--- config.mk ---
export PLATFORM = sky130hd
export DESIGN_NAME = ysyx_23060208_ifu_pfq
export DESIGN_NICKNAME = d
export VERILOG_FILES = /design/src/rtl/ysyx_23060208_ifu_pfq.sv
export SDC_FILE = /design/constraint.sdc
export NUM_CORES = 1
export LEC_CHECK = 0
export CAP_MARGIN = 10
export CORE_AREA = 2 2 181 183
export CTS_CLUSTER_SIZE = 24
export DETAILED_ROUTE_END_ITERATION = 6
export DIE_AREA = 0 0 183 185
export SLEW_MARGIN = 0
export SYNTH_ARGS = -nofsm -noshare
export SYNTH_HDL_FRONTEND = slang
export SYNTH_SLANG_ARGS = --single-unit
--- constraint.sdc ---
create_clock -name clk -period 3.3 [get_ports clk]
set_input_delay 0.66 -clock clk [delete_from_list [all_inputs] [get_ports clk]]
set_output_delay 0.66 -clock clk [all_outputs]
set_load 0.1 [all_outputs]
--- src/rtl/ysyx_23060208_ifu_pfq.sv ---
`default_nettype none
// ============================================================================
// Module   : ysyx_23060208_ifu_pfq
// Brief    : Instruction fetch unit with a decoupled prefetch queue. Issues
//            sequential fetches (one outstanding at a time) to a
//            variable-latency instruction memory and buffers up to DEPTH
//            {pc, inst} pairs for the IDU. EXU redirects flush the queue and
//            discard any in-flight response.
// Ports    : clk, rst                      - clock, synchronous active-high reset
//            redirect_valid/redirect_pc    - EXU redirect
//            imem_req_valid/ready/addr     - fetch request channel
//            imem_resp_valid/data          - in-order fetch response channel
//            out_valid/ready/pc/inst       - queue head towards the IDU
//            perf_fetch_cnt/perf_stall_cnt - only with YSYX_23060208_IFU_PERF_EN
// Options  : YSYX_23060208_IFU_PERF_EN adds fetch and stall counters.
// Revision : 1.0 - initial release
// ============================================================================
module ysyx_23060208_ifu_pfq #(
    parameter int          ADDR_W   = 32,
    parameter int          DATA_W   = 32,
    parameter int          DEPTH    = 4,
    parameter logic [31:0] RESET_PC = 32'h8000_0000
) (
    input  logic              clk,
    input  logic              rst,
    input  logic              redirect_valid,
    input  logic [ADDR_W-1:0] redirect_pc,
    output logic              imem_req_valid,
    input  logic              imem_req_ready,
    output logic [ADDR_W-1:0] imem_req_addr,
    input  logic              imem_resp_valid,
    input  logic [DATA_W-1:0] imem_resp_data,
    output logic              out_valid,
    input  logic              out_ready,
    output logic [ADDR_W-1:0] out_pc,
`ifdef YSYX_23060208_IFU_PERF_EN
    output logic [DATA_W-1:0] out_inst,
    output logic [31:0]       perf_fetch_cnt,
    output logic [31:0]       perf_stall_cnt
`else
    output logic [DATA_W-1:0] out_inst
`endif
);

    localparam int c_PTR_W = $clog2(DEPTH);
    localparam int c_CNT_W = c_PTR_W + 1;

    localparam logic [ADDR_W-1:0]  c_RESET_PC = ADDR_W'(RESET_PC);
    localparam logic [ADDR_W-1:0]  c_PC_STEP  = ADDR_W'(4);
    localparam logic [c_CNT_W:0]   c_DEPTH    = (c_CNT_W + 1)'(DEPTH);

    localparam logic [1:0] c_ST_REQ     = 2'd0;
    localparam logic [1:0] c_ST_WAIT    = 2'd1;
    localparam logic [1:0] c_ST_DISCARD = 2'd2;

    logic [1:0]         state_q, state_d;
    logic [ADDR_W-1:0]  fetch_pc_q, fetch_pc_d;
    logic [ADDR_W-1:0]  req_pc_q;
    logic [c_PTR_W-1:0] wr_ptr_q, rd_ptr_q;
    logic [c_CNT_W-1:0] count_q;
    logic [ADDR_W-1:0]  pc_mem_q   [DEPTH];
    logic [DATA_W-1:0]  inst_mem_q [DEPTH];

    logic w_in_wait;
    logic w_has_space;
    logic w_req_fire;
    logic w_push;
    logic w_pop;

    // An outstanding request reserves a slot, so the queue cannot overflow
    // when its response lands.
    assign w_in_wait   = (state_q == c_ST_WAIT);
    assign w_has_space = ({1'b0, count_q} + {{c_CNT_W{1'b0}}, w_in_wait}) < c_DEPTH;

    assign imem_req_valid = !rst && (state_q == c_ST_REQ) && w_has_space && !redirect_valid;
    assign imem_req_addr  = fetch_pc_q;
    assign w_req_fire     = imem_req_valid && imem_req_ready;

    // A response coinciding with a redirect belongs to the wrong path.
    assign w_push = w_in_wait && imem_resp_valid && !redirect_valid;

    assign out_valid = !rst && (count_q != '0) && !redirect_valid;
    assign out_pc    = pc_mem_q[rd_ptr_q];
    assign out_inst  = inst_mem_q[rd_ptr_q];
    assign w_pop     = out_valid && out_ready;

    always_comb begin
        state_d    = state_q;
        fetch_pc_d = fetch_pc_q;
        case (state_q)
            c_ST_REQ: begin
                if (w_req_fire) begin
                    state_d    = c_ST_WAIT;
                    fetch_pc_d = fetch_pc_q + c_PC_STEP;
                end
            end
            c_ST_WAIT: begin
                if (imem_resp_valid) begin
                    state_d = c_ST_REQ;
                end else if (redirect_valid) begin
                    // Response still in flight: it must be swallowed first.
                    state_d = c_ST_DISCARD;
                end
            end
            c_ST_DISCARD: begin
                if (imem_resp_valid) begin
                    state_d = c_ST_REQ;
                end
            end
            default: state_d = c_ST_REQ;
        endcase
        // The request is masked during a redirect, so this never collides
        // with the sequential increment above.
        if (redirect_valid) begin
            fetch_pc_d = redirect_pc;
        end
    end

    always_ff @(posedge clk) begin
        if (rst) begin
            state_q    <= c_ST_REQ;
            fetch_pc_q <= c_RESET_PC;
            req_pc_q   <= c_RESET_PC;
        end else begin
            state_q    <= state_d;
            fetch_pc_q <= fetch_pc_d;
            if (w_req_fire) begin
                req_pc_q <= fetch_pc_q;
            end
        end
    end

    // Queue bookkeeping; a redirect flushes everything next cycle.
    always_ff @(posedge clk) begin
        if (rst || redirect_valid) begin
            wr_ptr_q <= '0;
            rd_ptr_q <= '0;
            count_q  <= '0;
        end else begin
            if (w_push) begin
                wr_ptr_q <= wr_ptr_q + c_PTR_W'(1);
            end
            if (w_pop) begin
                rd_ptr_q <= rd_ptr_q + c_PTR_W'(1);
            end
            if (w_push && !w_pop) begin
                count_q <= count_q + c_CNT_W'(1);
            end else if (!w_push && w_pop) begin
                count_q <= count_q - c_CNT_W'(1);
            end
        end
    end

    // Storage needs no reset: entries are only observed while count_q covers them.
    always_ff @(posedge clk) begin
        if (w_push) begin
            pc_mem_q[wr_ptr_q]   <= req_pc_q;
            inst_mem_q[wr_ptr_q] <= imem_resp_data;
        end
    end

`ifdef YSYX_23060208_IFU_PERF_EN
    always_ff @(posedge clk) begin
        if (rst) begin
            perf_fetch_cnt <= '0;
            perf_stall_cnt <= '0;
        end else begin
            if (w_push) begin
                perf_fetch_cnt <= perf_fetch_cnt + 32'd1;
            end
            if ((state_q == c_ST_REQ) && !w_has_space) begin
                perf_stall_cnt <= perf_stall_cnt + 32'd1;
            end
        end
    end
`endif

endmodule
`default_nettype wire

# After elaboration in Yosys (flattened, before gate mapping)
# Memories as Yosys holds them, arrays and structs flattened. A register that Yosys moved wholly into a read port is not among the register bits.
# Cells that the tools add are included.
[classes]
reduce_logical = 23
eq_ne = 5
muxes = 16
order_cmp = 1
addsub = 6
[op_table]
columns = ["cell", "n"]
rows = [
  ["$mux W32", 3],
  ["$add A32 B3 Y32 const B", 1],
  ["$mux W2", 8],
  ["$logic_and A1 B1 Y1", 11],
  ["$mux W3", 2],
  ["$pmux W2 S3", 1],
  ["$reduce_bool A2 Y1", 3],
  ["$add A2 B1 Y2 const B", 2],
  ["$add A3 B1 Y4", 1],
  ["$logic_not A1 Y1", 4],
  ["$lt A4 B3 Y1 const B", 1],
  ["$ne A2 B2 Y1 const B", 2],
  ["$add A3 B1 Y3 const B", 1],
  ["$ne A3 B3 Y1 const B", 1],
  ["$reduce_and A3 Y1", 1],
  ["$reduce_bool A3 Y1", 1],
  ["$sub A3 B1 Y3 const B", 1],
  ["$eq A2 B1 Y1 const B", 1],
  ["$eq A2 B2 Y1 const B", 1],
  ["$logic_not A2 Y1", 1],
  ["$mux W1", 2],
  ["$reduce_and A2 Y1", 1],
  ["$logic_or A1 B1 Y1", 1],
]
[totals]
n_memories = 2
regBits = 73
inputBits = 70
mem_bits_rw = 256
word_cells = 59
output_inout_bits = 98
[memory_table]
columns = ["name", "words", "width", "read_ports", "rd_clocked_by_memory_dff", "write_ports", "line_no", "source"]
rows = [
  ["inst_mem_q", 4, 32, 1, 1, 1, "62", "logic [DATA_W-1:0] inst_mem_q [DEPTH];"],
  ["pc_mem_q", 4, 32, 1, 1, 1, "61", "logic [ADDR_W-1:0] pc_mem_q [DEPTH];"],
]

# Logic depth before layout (Yosys ltp)
[logic_depth]
depth_word = 9
depth_mapped = 10

# Least setup slack after synthesis
# No wires, ideal clock.
[synth_path]
kind = "input to output"
from = "input redirect_valid"
to = "output imem_req_valid"
setup_slack_ns = -1.327
stages = 3
required_time_ns = 2.640
arrival_ns = 3.967
path_buffers = 1
cell_sequence = "or2_2 clkbuf_1 nor4_1"
[synth_via]
elab_chain_len = 2
[synth_rtl]
columns = ["element", "line_no", "source"]
rows = [
  ["start, declared", "26", "input logic redirect_valid,"],
  ["$logic_not A1 Y1", "75", "assign imem_req_valid = !rst && (state_q == c_ST_REQ) && w_has_space && !redirect_valid;"],
  ["$logic_and A1 B1 Y1", "75", ""],
  ["end, declared", "28", "output logic imem_req_valid,"],
]
# Every way passes these cells.

==> impl_metrics.ini <==
[timing]
hold_viol = 0
clock_skew_ns = 0.02151
fin_crit_sh = 0.9040
max_freq_mhz = 335.2
setup_tns_ns = 0
fin_crit_ns = 2.983
setup_viol = 0
rsz0062_at_grt = no
relSlewSlack = 0.6019
tightestPinTransition_ns = 0.5925
finalMaxSlewViolations = 0

[power]
leakagePower_uw = 0.005496
p_per_area_mw_per_mm2 = 569.4
ir_drop_uv = 375.4

[global_route]
grt_pass1_wl_um = 42930
grt_max_degree = 65
antenna_found_initial = 0
grt_overflow = 0
grt_pass1_vias = 7276
grt.total_usage = 0.1666

[critical_path]
reg2reg_slack_ns = 0.99
path_cells = buf_4 > mux4_2 > buf_4
crit_arrival_ns = 2.32
cp_max_fo = 23
crit_buf_inv = 2
endpoint_kind = primary output
reg2reg_depth = 7
required_ns = 2.64
start_kind = register
r2r_end = imem_req_addr[26]
max_stage_delay_ns = 0.71
crit_type = register to primary output
crit_cells = 3
rr_startpoint = imem_req_addr[2]
crit_family = flip-flops
cp_slowest_cell = dfxtp_4
cpMostUsedCell = buf_4

[cts]
cts_tree = built
holdBufCountCts = 0
post-cts-setup-buffer-count = 0
cts_sinks = 331
clk_pin_slew_ns = 0.06
cts.path.max_buffers = 3
cts_buffers = 36
insertion_delay_ns = 0.51
cts-htree-levels = 2
cts_resized = 0
root_buffer = clkbuf_16

[floorplan]
initial_core_util = 0.3918
die_area_mm2 = 0.03386
die_y_um = 185
rows = 66
die_w_um = 183
coreArea_mm2 = 0.03204
ios = 168

[synthesis]
ys_seq_elements = 331
syn_avg_cell_area_um2 = 16.76
synth.area.top_cells = edfxtp_1 61%, dfxtp_1 12%, mux4_2 11%
synth_edf_count = 256
synth-warning-count = 0
yosys.area.top_type_share = 0.6124
syn_nets = 826
ys_types = 43
syn_area_mm2 = 0.01255
yosys_most_used_dff = edfxtp_1
yosys.area.top_type = edfxtp_1
syn_inst = 749
async_reset_ff_frac = 0
seq_area_frac_synth = 0.7320

[run_status]
outcome = finished, final reports clean

[cells_and_area]
multi_input_area_mm2 = 0.003194
seq_area_mm2 = 0.009196
postLayoutCellArea_mm2 = 0.01591
antenna_cells = 0
synthToLayoutAreaGrowth_pct = 26.76
nets = 1022
mostFrequentLayoutCells = 256 x edfxtp_1, 115 x buf_4, 86 x nand2_1, 73 x dfxtp_1, 68 x clkdlybuf4s50_1
drive_gt1_frac = 0.2706
nFillCells = 2758
final_common_cell = edfxtp_1

[route]
dr.pass1.iters = 7
drt_wl_total_um = 28110
drc = 0
post_drt_wl_per_cell_um = 20.37
drt.antenna.violating_nets = 0
dr.first_iter.drc_count = 527
num_vias = 7121
avgViaCountPerCell = 5.160

[min_path]
holdPathStages = 2
hold_path_startpoint = req_pc_q[14]
hold_path.class = register to register
min_to = req_pc_q[14]

[placement]
place_area_mm2 = 0.01473
port_buffers = 167
gp_congestion = 0.7836
dp_hpwl_um = 17790

[flow_run]
maxCapViolations = 0
-- cell families (layout without fill, tap and decap cells) --
family / after synthesis / count (layout) / synth area share
and+or+nand+nor: 191 / 191 / 0.07147
DFF: 331 / 331 / 0.7320
adders and majority gates: 7 / 7 / 0.007575
muxes: 70 / 70 / 0.1197
xor gates and xnor gates: 29 / 29 / 0.02023
buffers and inverters: 48 / 271 / 0.01505
AOI/OAI and AO/OA: 73 / 73 / 0.03399
-- worst max-delay path by stage --
stage / slack, ns / endpoint / start
after global placement: 0.43 / imem_req_addr[31] / imem_req_ready
after detailed placement: 0.41 / imem_req_addr[31] / imem_req_ready
final: 0.32 / out_pc[18] / register
after global routing: 0.16 / out_pc[18] / register
after CTS: 0.23 / out_pc[18] / register
after floorplan: -0.16 / imem_req_valid / redirect_valid
-- area by class of cell --
class	count	area share
inverters	10	0.002359
clock buffers	46	0.06424
clock inverters	19	0.01022
multi-input cells	370	0.2007
well taps	408	0.03208
flip-flops and latches	331	0.5779
repair buffers	196	0.1124
-- power breakdown --
group          total [µW]  internal, µW  leakage (µW)  switching [µW]
clock network        3970          2360      0.000584            1600
registers            4560          4500       0.00312            57.2
logic                 536           169       0.00179             367
-- per-stage QoR --
stage | hold WS, ns | util | worst slack, ns | total power (µW) | cells
after CTS | 0.4956 | 0.4966 | 0.2301 | 9162 | 1380
after global placement | 0.4842 | 0.4597 | 0.4267 | 5183 | 1315
after global routing | 0.5245 | 0.4966 | 0.1642 | 9369 | 1380
after floorplan | 0.4600 | - | -0.1603 | 4965 | 749
final | 0.4997 | 0.4966 | 0.3166 | 9061 | 1380
after detailed placement | 0.4954 | 0.4597 | 0.4118 | 5186 | 1315
-- registers in the layout (all words and copies together) (netlist names), named ones only --
register and flops:
inst_mem_q 128, pc_mem_q 128, imem_req_addr 32, wr_ptr_q 2, count_q 3, rd_ptr_q 2
state_q 2, req_pc_q 32
-- routing by layer --
metal / up-vias / global-route usage / share of wire
met1: 3575 / 0.2292 / 0.45
li1: 3295 / - / -
met2: 214 / 0.2732 / 0.48
met4: 0 / 0.03392 / 0.014
met5: - / 0 / 0
met3: 37 / 0.03873 / 0.063
-- Yosys cell counts (all sizes together), types with 7 or more instances --
cell,instances
mux4,64
buf,9
nand2,86
clkbuf,29
edfxtp,256
nor3,8
dfxtp,75
xnor2,7
nor2,40
a211oi,15
a21oi,45
nand4,16
nand3,17
inv,10
xor2,22
-- worst register-to-register path, delay by kind of cell (launching register included) --
family,cells,cell delay [ns]
and+or+nand+nor,3,0.88
adders and majority gates,1,0.24
buffers and inverters,1,0.22
DFF,1,0.49
xor gates and xnor gates,1,0.18
AOI/OAI and AO/OA,1,0.21
Power figures use the tool's default switching activity.
